File: config.mk
export PLATFORM = sky130hd
export DESIGN_NAME = diff_stage_flat
export DESIGN_NICKNAME = d
export VERILOG_FILES = /design/src/rtl/diff_stage_if.sv /design/src/rtl/diff_stage.sv /design/src/flat_wrapper.sv
export SDC_FILE = /design/constraint.sdc
export NUM_CORES = 1
export LEC_CHECK = 0
export BUFFER_PORTS_ARGS = -buffer_cell sky130_fd_sc_hd__buf_4
export CORE_MARGIN = 2
export CORE_UTILIZATION = 38
export CTS_CLUSTER_DIAMETER = 80
export DETAILED_ROUTE_END_ITERATION = 10
export GPL_TIMING_DRIVEN = 0
export PLACE_DENSITY = 0.66
export SYNTH_ARGS = -nofsm -noshare
export SYNTH_HDL_FRONTEND = slang
export SYNTH_SLANG_ARGS = --single-unit
File: constraint.sdc
create_clock -name clk -period 8.2 [get_ports clk]
set_clock_uncertainty 0.15 [all_clocks]
set_input_delay 0.82 -clock clk [delete_from_list [all_inputs] [get_ports clk]]
set_output_delay 0.82 -clock clk [all_outputs]
set_load 0.02 [all_outputs]
File: src/rtl/diff_stage_if.sv
// Sample stream into and differenced stream out of diff_stage.
// A beat transfers on a rising clk edge where valid and ready are both 1; a source holds data stable while valid waits for ready.
interface diff_stage_if #(
    parameter int DW = 32
);
    logic [DW-1:0] in_data;
    logic          in_valid;
    logic          in_ready;
    logic [DW-1:0] out_data;
    logic          out_valid;
    logic          out_ready;

    modport master (
        output in_data, in_valid, out_ready,
        input  in_ready, out_data, out_valid
    );

    modport slave (
        input  in_data, in_valid, out_ready,
        output in_ready, out_data, out_valid
    );
endinterface

File: src/rtl/diff_stage.sv
// Streaming d-th order differencer (d = 0, 1, 2) with saturation, stall, config load and clear modes.
// Supported differencing orders are 0, 1 and 2, so MAXD takes one of those values.
module diff_stage #(
    parameter int DW   = 32,
    parameter int MAXD = 2
) (
    input  logic        clk,
    input  logic        rst_n,
    input  logic [1:0]  control,
    input  logic [31:0] d_order_in,
    diff_stage_if.slave bus,
    output logic        sat,
    output logic        cfg_err
);
    localparam logic [1:0] MODE_RUN   = 2'b00;
    localparam logic [1:0] MODE_STALL = 2'b01;
    localparam logic [1:0] MODE_LOAD  = 2'b10;
    localparam logic [1:0] MODE_CLEAR = 2'b11;

    localparam int EW = DW + 2;
    localparam logic [1:0] MAXD_C = 2'(MAXD);
    localparam logic signed [EW-1:0] POS_LIM = {3'b000, {(DW-1){1'b1}}};
    localparam logic signed [EW-1:0] NEG_LIM = {3'b111, {(DW-1){1'b0}}};

    logic [1:0]    d_q, d_d;
    logic [1:0]    w_q, w_d;
    logic [DW-1:0] h1_q, h1_d;
    logic [DW-1:0] h2_q, h2_d;
    logic [DW-1:0] out_q, out_d;
    logic          valid_q, valid_d;
    logic          sat_q, sat_d;
    logic          cfg_err_q, cfg_err_d;

    logic                 in_fire, out_fire, produce;
    logic signed [EW-1:0] x_e, h1_e, h2_e, y_e;
    logic [DW-1:0]        y_sat;
    logic                 ovf;

    // ---------------- output process ----------------
    always_comb begin
        bus.in_ready  = rst_n && (control == MODE_RUN) && (!valid_q || bus.out_ready);
        bus.out_valid = valid_q && (control != MODE_STALL);
        bus.out_data  = out_q;
        sat           = sat_q;
        cfg_err       = cfg_err_q;
    end

    assign in_fire  = bus.in_valid && bus.in_ready;
    assign out_fire = bus.out_valid && bus.out_ready;
    assign produce  = in_fire && (w_q == d_q);

    // Widened by two bits so x - 2*h1 + h2 cannot wrap before saturation.
    assign x_e  = {{2{bus.in_data[DW-1]}}, bus.in_data};
    assign h1_e = {{2{h1_q[DW-1]}}, h1_q};
    assign h2_e = {{2{h2_q[DW-1]}}, h2_q};

    always_comb begin
        y_e = x_e;
        case (d_q)
            2'd0:    y_e = x_e;
            2'd1:    y_e = x_e - h1_e;
            default: y_e = x_e - (h1_e <<< 1) + h2_e;
        endcase
        ovf   = 1'b0;
        y_sat = y_e[DW-1:0];
        if (y_e > POS_LIM) begin
            ovf   = 1'b1;
            y_sat = {1'b0, {(DW-1){1'b1}}};
        end else if (y_e < NEG_LIM) begin
            ovf   = 1'b1;
            y_sat = {1'b1, {(DW-1){1'b0}}};
        end
    end

    // ---------------- next-state process ----------------
    always_comb begin
        d_d       = d_q;
        w_d       = w_q;
        h1_d      = h1_q;
        h2_d      = h2_q;
        out_d     = out_q;
        valid_d   = valid_q;
        sat_d     = sat_q;
        cfg_err_d = cfg_err_q;
        case (control)
            MODE_RUN: begin
                if (in_fire) begin
                    h2_d = h1_q;
                    h1_d = bus.in_data;
                    if (w_q < d_q) w_d = w_q + 2'd1;
                end
                if (produce) begin
                    out_d   = y_sat;
                    valid_d = 1'b1;
                    if (ovf) sat_d = 1'b1;
                end else if (out_fire) begin
                    valid_d = 1'b0;
                end
            end
            MODE_STALL: begin
            end
            MODE_LOAD: begin
                d_d       = (d_order_in > 32'(MAXD)) ? MAXD_C : d_order_in[1:0];
                cfg_err_d = (d_order_in > 32'(MAXD));
                h1_d      = '0;
                h2_d      = '0;
                w_d       = '0;
                valid_d   = 1'b0;
                sat_d     = 1'b0;
            end
            default: begin
                d_d       = '0;
                w_d       = '0;
                h1_d      = '0;
                h2_d      = '0;
                out_d     = '0;
                valid_d   = 1'b0;
                sat_d     = 1'b0;
                cfg_err_d = 1'b0;
            end
        endcase
    end

    // ---------------- state register process ----------------
    always_ff @(posedge clk or negedge rst_n) begin
        if (!rst_n) begin
            d_q       <= '0;
            w_q       <= '0;
            h1_q      <= '0;
            h2_q      <= '0;
            out_q     <= '0;
            valid_q   <= 1'b0;
            sat_q     <= 1'b0;
            cfg_err_q <= 1'b0;
        end else begin
            d_q       <= d_d;
            w_q       <= w_d;
            h1_q      <= h1_d;
            h2_q      <= h2_d;
            out_q     <= out_d;
            valid_q   <= valid_d;
            sat_q     <= sat_d;
            cfg_err_q <= cfg_err_d;
        end
    end
endmodule
File: src/flat_wrapper.sv
// flat-port wrapper written by rule: the top's interface ports become plain ports
module diff_stage_flat 
#(
    parameter int DW   = 32,
    parameter int MAXD = 2
)
  (clk, rst_n, control, d_order_in, sat, cfg_err, bus_in_data, bus_in_valid, bus_out_ready, bus_in_ready, bus_out_data, bus_out_valid);
  diff_stage_if #(.DW(DW)) bus_i ();
  input  logic clk;
  input  logic rst_n;
  input  logic [1:0] control;
  input  logic [31:0] d_order_in;
  output logic sat;
  output logic cfg_err;
  input wire logic [$bits(bus_i.in_data)-1:0] bus_in_data;
  input wire logic [$bits(bus_i.in_valid)-1:0] bus_in_valid;
  input wire logic [$bits(bus_i.out_ready)-1:0] bus_out_ready;
  output wire logic [$bits(bus_i.in_ready)-1:0] bus_in_ready;
  output wire logic [$bits(bus_i.out_data)-1:0] bus_out_data;
  output wire logic [$bits(bus_i.out_valid)-1:0] bus_out_valid;
  assign bus_i.in_data = bus_in_data;
  assign bus_i.in_valid = bus_in_valid;
  assign bus_i.out_ready = bus_out_ready;
  assign bus_in_ready = bus_i.in_ready;
  assign bus_out_data = bus_i.out_data;
  assign bus_out_valid = bus_i.out_valid;
  diff_stage #(.DW(DW), .MAXD(MAXD)) u_core (.clk(clk), .rst_n(rst_n), .control(control), .d_order_in(d_order_in), .bus(bus_i), .sat(sat), .cfg_err(cfg_err));
endmodule
==> results.yml, run 1 <==
logic_synthesis:
  syn_nets: 1367
  synth_cell_types: 79
  synthCells: 1194
  seq_area_frac_synth_pct: 26.7
  synth_area_um2: 9640
  yosys_warnings: 0
  yosysTopAreaCell: "dfrtp_1"
  synth_ff_type: "dfrtp_1"
  avgSynthCellArea_um2: 8.08
  synth_top_area_share_pct: 26.7
  synth_edf_count: 0
  ys_seq_elements: 103
  synthTopCellsByArea: "dfrtp_1 (27%), ha_1 (9.1%), fa_1 (6.9%)"
  ys_async_sr_fraction_pct: 100
setup_path:
  crit_family: "compound AO/OA/AOI/OAI gates"
  cp_max_fo: 8
  cpMostUsedCell: "inv_1"
  end_kind: "flip-flop"
  crit_path_end: "u_core.bus.out_data[24]"
  slowest_stage: "o21ai_1"
  ff2ff_setup_slack_ns: 3.79
  r2r_end: "u_core.bus.out_data[24]"
  required_ns: 8.26
  cp_slowest_stage_delay_ns: 0.65
  worst-path-stages: 15
  r2r_cells: 13
  reg2reg_from: "u_core.h1_q[26]"
  startpoint: "bus_in_data[27]"
  critPathKind: "in2reg"
  startpoint_type: "input port"
  cp_num_buf_inv: 4
  cp.arrival_ns: 4.72
  path_cells: "buf_4 -> inv_1 -> fa_1 -> inv_1 -> ha_1 -> clkbuf_1 -> nand4_1 -> nor3_1 -> nand2_1 -> o31a_1 -> a31oi_1 -> mux2i_1 -> or3_1 -> o21ai_1 -> o221ai_1"
route:
  avgViaCountPerCell: 5.64
  dr.pass1.iters: 5
  avgRoutedWirePerCell_um: 19.2
  num_vias: 9278
  ant_nets: 0
  wirelength_um: 31500
  route.detailed.drc: 0
  drt_iter0_drc: 636
floorplanning:
  io_pins: 106
  die_w_um: 163
  dieArea_um2: 26700
  rows: 58
  core-area_um2: 25000
  initial_utilization_pct: 38.5
  die_h_um: 163
timing:
  fin_crit_sh_pct: 56.9
  rsz0062_at_grt: "no"
  finalSetupViolations: 0
  hold_violations: 0
  hold_slack_ns: 0.202
  min_period_ns: 4.67
  relSlewSlack_pct: 45.1
  fmax_mhz: 214
  drv_slew: 0
  tightest_slew_ns: 0.824
  fin_tns_setup_ns: 0
global_route:
  first_global_vias: 9188
  grt_max_degree: 105
  overflow: 0
  track_usage_pct: 24.5
  antenna_found_initial: 0
  grt_pass1_wl_um: 50700
cts:
  cts_tree: "done"
  cts_buffer_depth: 2
  cts.repair.resized: 0
  clock_sink_count: 103
  cts.htree.levels: 3
  postCtsHoldBufs: 0
  path_clk_slew_ns: 0.08
  cts_root_buffer: "clkbuf_16"
  clk_latency_ns: 0.36
  cts_made_buffers: 9
  cts_setup_buffers: 0
placement:
  io_buffer_count: 105
  post-dp-hpwl_um: 24900
  gp_congestion: 0.916
layout:
  final_common_cell: "inv_1"
  nets: 1484
  n_antenna_cell: 0
  post-route-util_pct: 44.6
  area_growth_pct: 15.9
  drive_gt1_share_pct: 11.4
  final_cell_mix: "inv_1 (175), nand2_1 (153), buf_4 (104)"
power:
  p_total_mw: 1.57
  p_per_area_nw_per_um2: 140
  ir_worst_vdd_mv: 0.0808
  leakagePower_nw: 5.05
worst_hold_path:
  hp-class: "in2async"
run_status:
  status: "complete, no violations"
run:
  maxCapViolCount: 0
-- flip-flops by register name (all words and copies together), names as in the netlist --
signal,flops
u_core.bus.out_data,32
u_core.cfg_err,1
u_core.d_q,2
u_core.h1_q,32
u_core.h2_q,32
u_core.sat,1
u_core.valid_q,1
u_core.w_q,2
-- final cells by class --
cell class                      count  area, µm²
Timing Repair Buffer              106        820
Buffer                             56        248
Clock buffer                       10        229
Fill cell                        2532      13900
Clock inverter                      6       70.1
Sequential cell                   103       2580
Inverter                          177        664
Multi-Input combinational cell    858       6150
Tap cell                          330        413
-- worst reg2reg max path, delay by kind of cell (launching register included) --
family / cells / cell delay [ns]
AOI/OAI and AO/OA: 4 / 1.39
adders and majority gates: 2 / 0.77
buffers and inverters: 2 / 0.34
DFF: 1 / 0.41
muxes: 1 / 0.14
and+or+nand+nor: 4 / 1.05
-- worst min path at each step --
| stage | start | end | slack (ns) | cells past startpoint |
|---|---|---|---|---|
| floorplan | u_core.h1_q[10] | u_core.h2_q[10] | 0.34 | 2 |
| global placement | u_core.cfg_err | u_core.cfg_err | 0.32 | 2 |
| detailed placement | u_core.cfg_err | u_core.cfg_err | 0.33 | 2 |
| CTS | u_core.cfg_err | u_core.cfg_err | 0.35 | 2 |
| global route | rst_n | u_core.h1_q[16] | 0.24 | 1 |
| finish | rst_n | u_core.h2_q[16] | 0.20 | 1 |
-- routing by layer --
layer	up-vias	GRT usage [%]	wire (µm)
met1	4510	34.4	14500
met4	0	7.88	856
met3	46	3.50	1750
met2	277	38.9	14400
met5	-	0	0
li1	4445	-	-
-- power by group --
part | internal (mW) | total [mW] | switching (mW)
combinational | 0.222 | 0.581 | 0.359
clock | 0.239 | 0.453 | 0.214
sequential | 0.521 | 0.534 | 0.0124
-- through the flow --
stage	area [µm²]	worst slack, ns	std cells
2_1_floorplan	9640	3.84	1194
3_3_place_gp	10800	3.20	1629
3_5_place_dp	10800	3.17	1629
4_1_cts	11100	3.51	1645
5_1_grt	11200	3.13	1646
6_report	11200	3.53	1646
-- logic make-up after synthesis --
family	after synthesis	synth area share, %
adders and majority gates	103	15.9
AOI/OAI and AO/OA	372	27.0
and+or+nand+nor	330	16.0
buffers and inverters	233	9.46
xor gates and xnor gates	46	4.18
muxes	7	0.727
DFF	103	26.7
-- Yosys cell counts (22+ instances only) --
library cell	instances
inv_1	175
nand2_1	153
dfrtp_1	103
a21oi_1	76
ha_1	70
o31ai_1	68
o21ai_0	52
nor2_1	51
clkbuf_1	40
fa_1	33
xnor2_1	26
nor3_1	24
a21o_1	23
a211oi_1	22
Note: power is estimated with default switching activity, not from simulation.
==> run 2, diff against run 1 <==
--- a/config.mk
+++ b/config.mk
@@ -5,13 +5,14 @@
 export SDC_FILE = /design/constraint.sdc
 export NUM_CORES = 1
 export LEC_CHECK = 0
+export ABC_AREA = 1
 export BUFFER_PORTS_ARGS = -buffer_cell sky130_fd_sc_hd__buf_4
 export CORE_MARGIN = 2
 export CORE_UTILIZATION = 38
 export CTS_CLUSTER_DIAMETER = 80
 export DETAILED_ROUTE_END_ITERATION = 10
 export GPL_TIMING_DRIVEN = 0
-export PLACE_DENSITY = 0.66
+export PLACE_DENSITY = 0.68
 export SYNTH_ARGS = -nofsm -noshare
 export SYNTH_HDL_FRONTEND = slang
 export SYNTH_SLANG_ARGS = --single-unit
==> constraint.sdc (replaced) <==
create_clock -name clk -period 4.12 [get_ports clk]
set_clock_uncertainty 0.15 [all_clocks]
set_input_delay 0.412 -clock clk [delete_from_list [all_inputs] [get_ports clk]]
set_output_delay 0.412 -clock clk [all_outputs]
set_load 0.02 [all_outputs]
==> results.yml, run 2 <==
cts:
  cts_tree: "done"
  path_clk_slew_ns: 0.08
  cts.htree.levels: 3
  postCtsHoldBufs: 0
  cts_root_buffer: "clkbuf_16"
  cts.repair.resized: 0
  cts_setup_buffers: 0
  clock_sink_count: 103
  cts_made_buffers: 9
  clk_latency_ns: 0.36
  cts_buffer_depth: 2
placement:
  post-dp-hpwl_um: 28100
  place_ws_ns: 0.387
  place_area_um2: 11100
  place_inst: 1932
  io_buffer_count: 105
  gp_congestion: 0.965
global_route:
  track_usage_pct: 25.4
  first_global_vias: 9706
  overflow: 0
  grt_max_degree: 105
  grt_pass1_wl_um: 52700
  antenna_found_initial: 1
logic_synthesis:
  yosys_warnings: 0
  syn_nets: 1665
  synthTopCellsByArea: "dfrtp_1 (26%), nand2_1 (15%), inv_1 (12%)"
  synth_top_area_share_pct: 26.0
  synth.most_common_cell: "nand2_1"
  seq_area_frac_synth_pct: 26.0
  ys_seq_elements: 103
  synth_cell_types: 47
  ys_async_sr_fraction_pct: 100
  yosysTopAreaCell: "dfrtp_1"
  synthTopCellsByCount: "nand2_1 (397), inv_1 (306), nor2_1 (131)"
  avgSynthCellArea_um2: 6.64
  synth_ff_type: "dfrtp_1"
  synth_area_um2: 9900
  synthCells: 1492
  synth_edf_count: 0
layout:
  instances_no_fill: 1950
  nets: 1783
  final_common_cell: "nand2_1"
  n_antenna_cell: 0
  post-route-util_pct: 44.2
  fillCellCount: 2804
  design_area_um2: 11400
  final_cell_mix: "nand2_1 (397), inv_1 (306), nor2_1 (131)"
  area_growth_pct: 15.4
  drive_gt1_share_pct: 10.5
route:
  drt_iter0_drc: 890
  route.detailed.drc: 0
  num_vias: 10000
  avgRoutedWirePerCell_um: 17.3
  dr.pass1.iters: 6
  avgViaCountPerCell: 5.15
  ant_nets: 0
  wirelength_um: 33800
setup_path:
  cp.arrival_ns: 3.55
  slowest_stage: "clkbuf_1"
  end_kind: "flip-flop"
  path_cells: "dlygate4sd3_1 -> buf_6 -> buf_16 -> o211a_1 -> nand3b_1 -> nand2_1 -> clkbuf_1 -> o22ai_1"
  critPathKind: "in2reg"
  ff2ff_setup_slack_ns: 0.70
  required_ns: 4.17
  cp_slowest_stage_delay_ns: 0.66
  cp_max_fo: 60
  startpoint_type: "input port"
timing:
  relSlewSlack_pct: 39.0
  fin_crit_sh_pct: 84.9
  fmax_mhz: 286
  finalSetupViolations: 0
  hold_violations: 0
  rsz0062_at_grt: "no"
  fin_tns_setup_ns: 0
  min_period_ns: 3.50
  tightest_slew_ns: 0.915
  setup_ws_ns: 0.623
  hold_slack_ns: 0.163
  drv_slew: 0
power:
  ir_worst_vdd_mv: 0.163
  p_total_mw: 3.17
  p_per_area_nw_per_um2: 277
  leakagePower_nw: 6.05
run:
  maxCapViolCount: 0
floorplanning:
  rows: 59
  die_h_um: 165
  core-area_um2: 25800
  io_pins: 106
  initial_utilization_pct: 38.3
  dieArea_um2: 27400
  die_w_um: 165
run_status:
  status: "complete, no violations"
worst_hold_path:
  hp-class: "in2reg"
run 2: cell count changes after synthesis, moves of 18 or more:
cell,previous run,this run
nand3_1,18,87
a221o_1,20,0
o22ai_1,3,71
inv_1,175,306
clkbuf_1,40,22
o31ai_1,68,1
nor2_1,51,131
nand2_1,153,397
xnor2_1,26,3
a211oi_1,22,1
run 2: cell families (layout without fill, tap and decap cells):
group,Yosys count,after routing,synth area share [%]
AO/OA/AOI/OAI,251,251,15.4
adder cells (fa/ha/maj),103,103,15.5
flip-flops,103,103,26.0
XOR/XNOR,13,13,1.15
AND/OR/NAND/NOR,679,679,28.6
buffers and inverters,343,466,13.3
run 2: cell type report:
type	count	area, µm²	share of cell area, %
plain buffers	31	144	1.26
clock buffers	11	233	2.04
clock inverters	5	38.8	0.340
inverters	312	1170	10.3
multi-input cells	1046	6010	52.6
flip-flops and latches	103	2580	22.6
well taps	335	419	3.67
repair buffers	107	830	7.26
run 2: final timing paths:
kind / cells after the start / to / startpoint
setup / recovery: 8 / u_core.h1_q[26] / rst_n
hold reg to reg: 2 / u_core.bus.out_data[4] / u_core.bus.out_data[4]
hold / removal: 3 / u_core.d_q[1] / d_order_in[1]
setup reg to reg: 15 / u_core.bus.out_data[18] / u_core.h1_q[1]
min in group asynchronous: 2 / u_core.h1_q[22] / rst_n
max in group asynchronous: 3 / u_core.bus.out_data[18] / rst_n
run 2: power breakdown:
part | switching, mW | internal [mW] | leakage [nW] | total (mW)
logic | 0.846 | 0.423 | 4.49 | 1.27
registers | 0.0182 | 1.04 | 1.43 | 1.06
clock network | 0.426 | 0.417 | 0.131 | 0.843
total | 1.29 | 1.88 | 6.05 | 3.17
run 2: layer usage:
| metal | share of wire (%) | track usage, % | up-vias |
|---|---|---|---|
| met5 | 0.012 | 0 | - |
| met4 | 3.4 | 8.78 | 2 |
| met3 | 5.4 | 3.05 | 63 |
| met2 | 46 | 41.6 | 284 |
| met1 | 45 | 34.8 | 4709 |
| li1 | - | - | 4982 |
run 2: critical path, delay by kind of cell:
kind	cells	cell delay (ns)
AO/OA/AOI/OAI	2	0.42
buffers and inverters	4	1.86
AND/OR/NAND/NOR	2	0.77
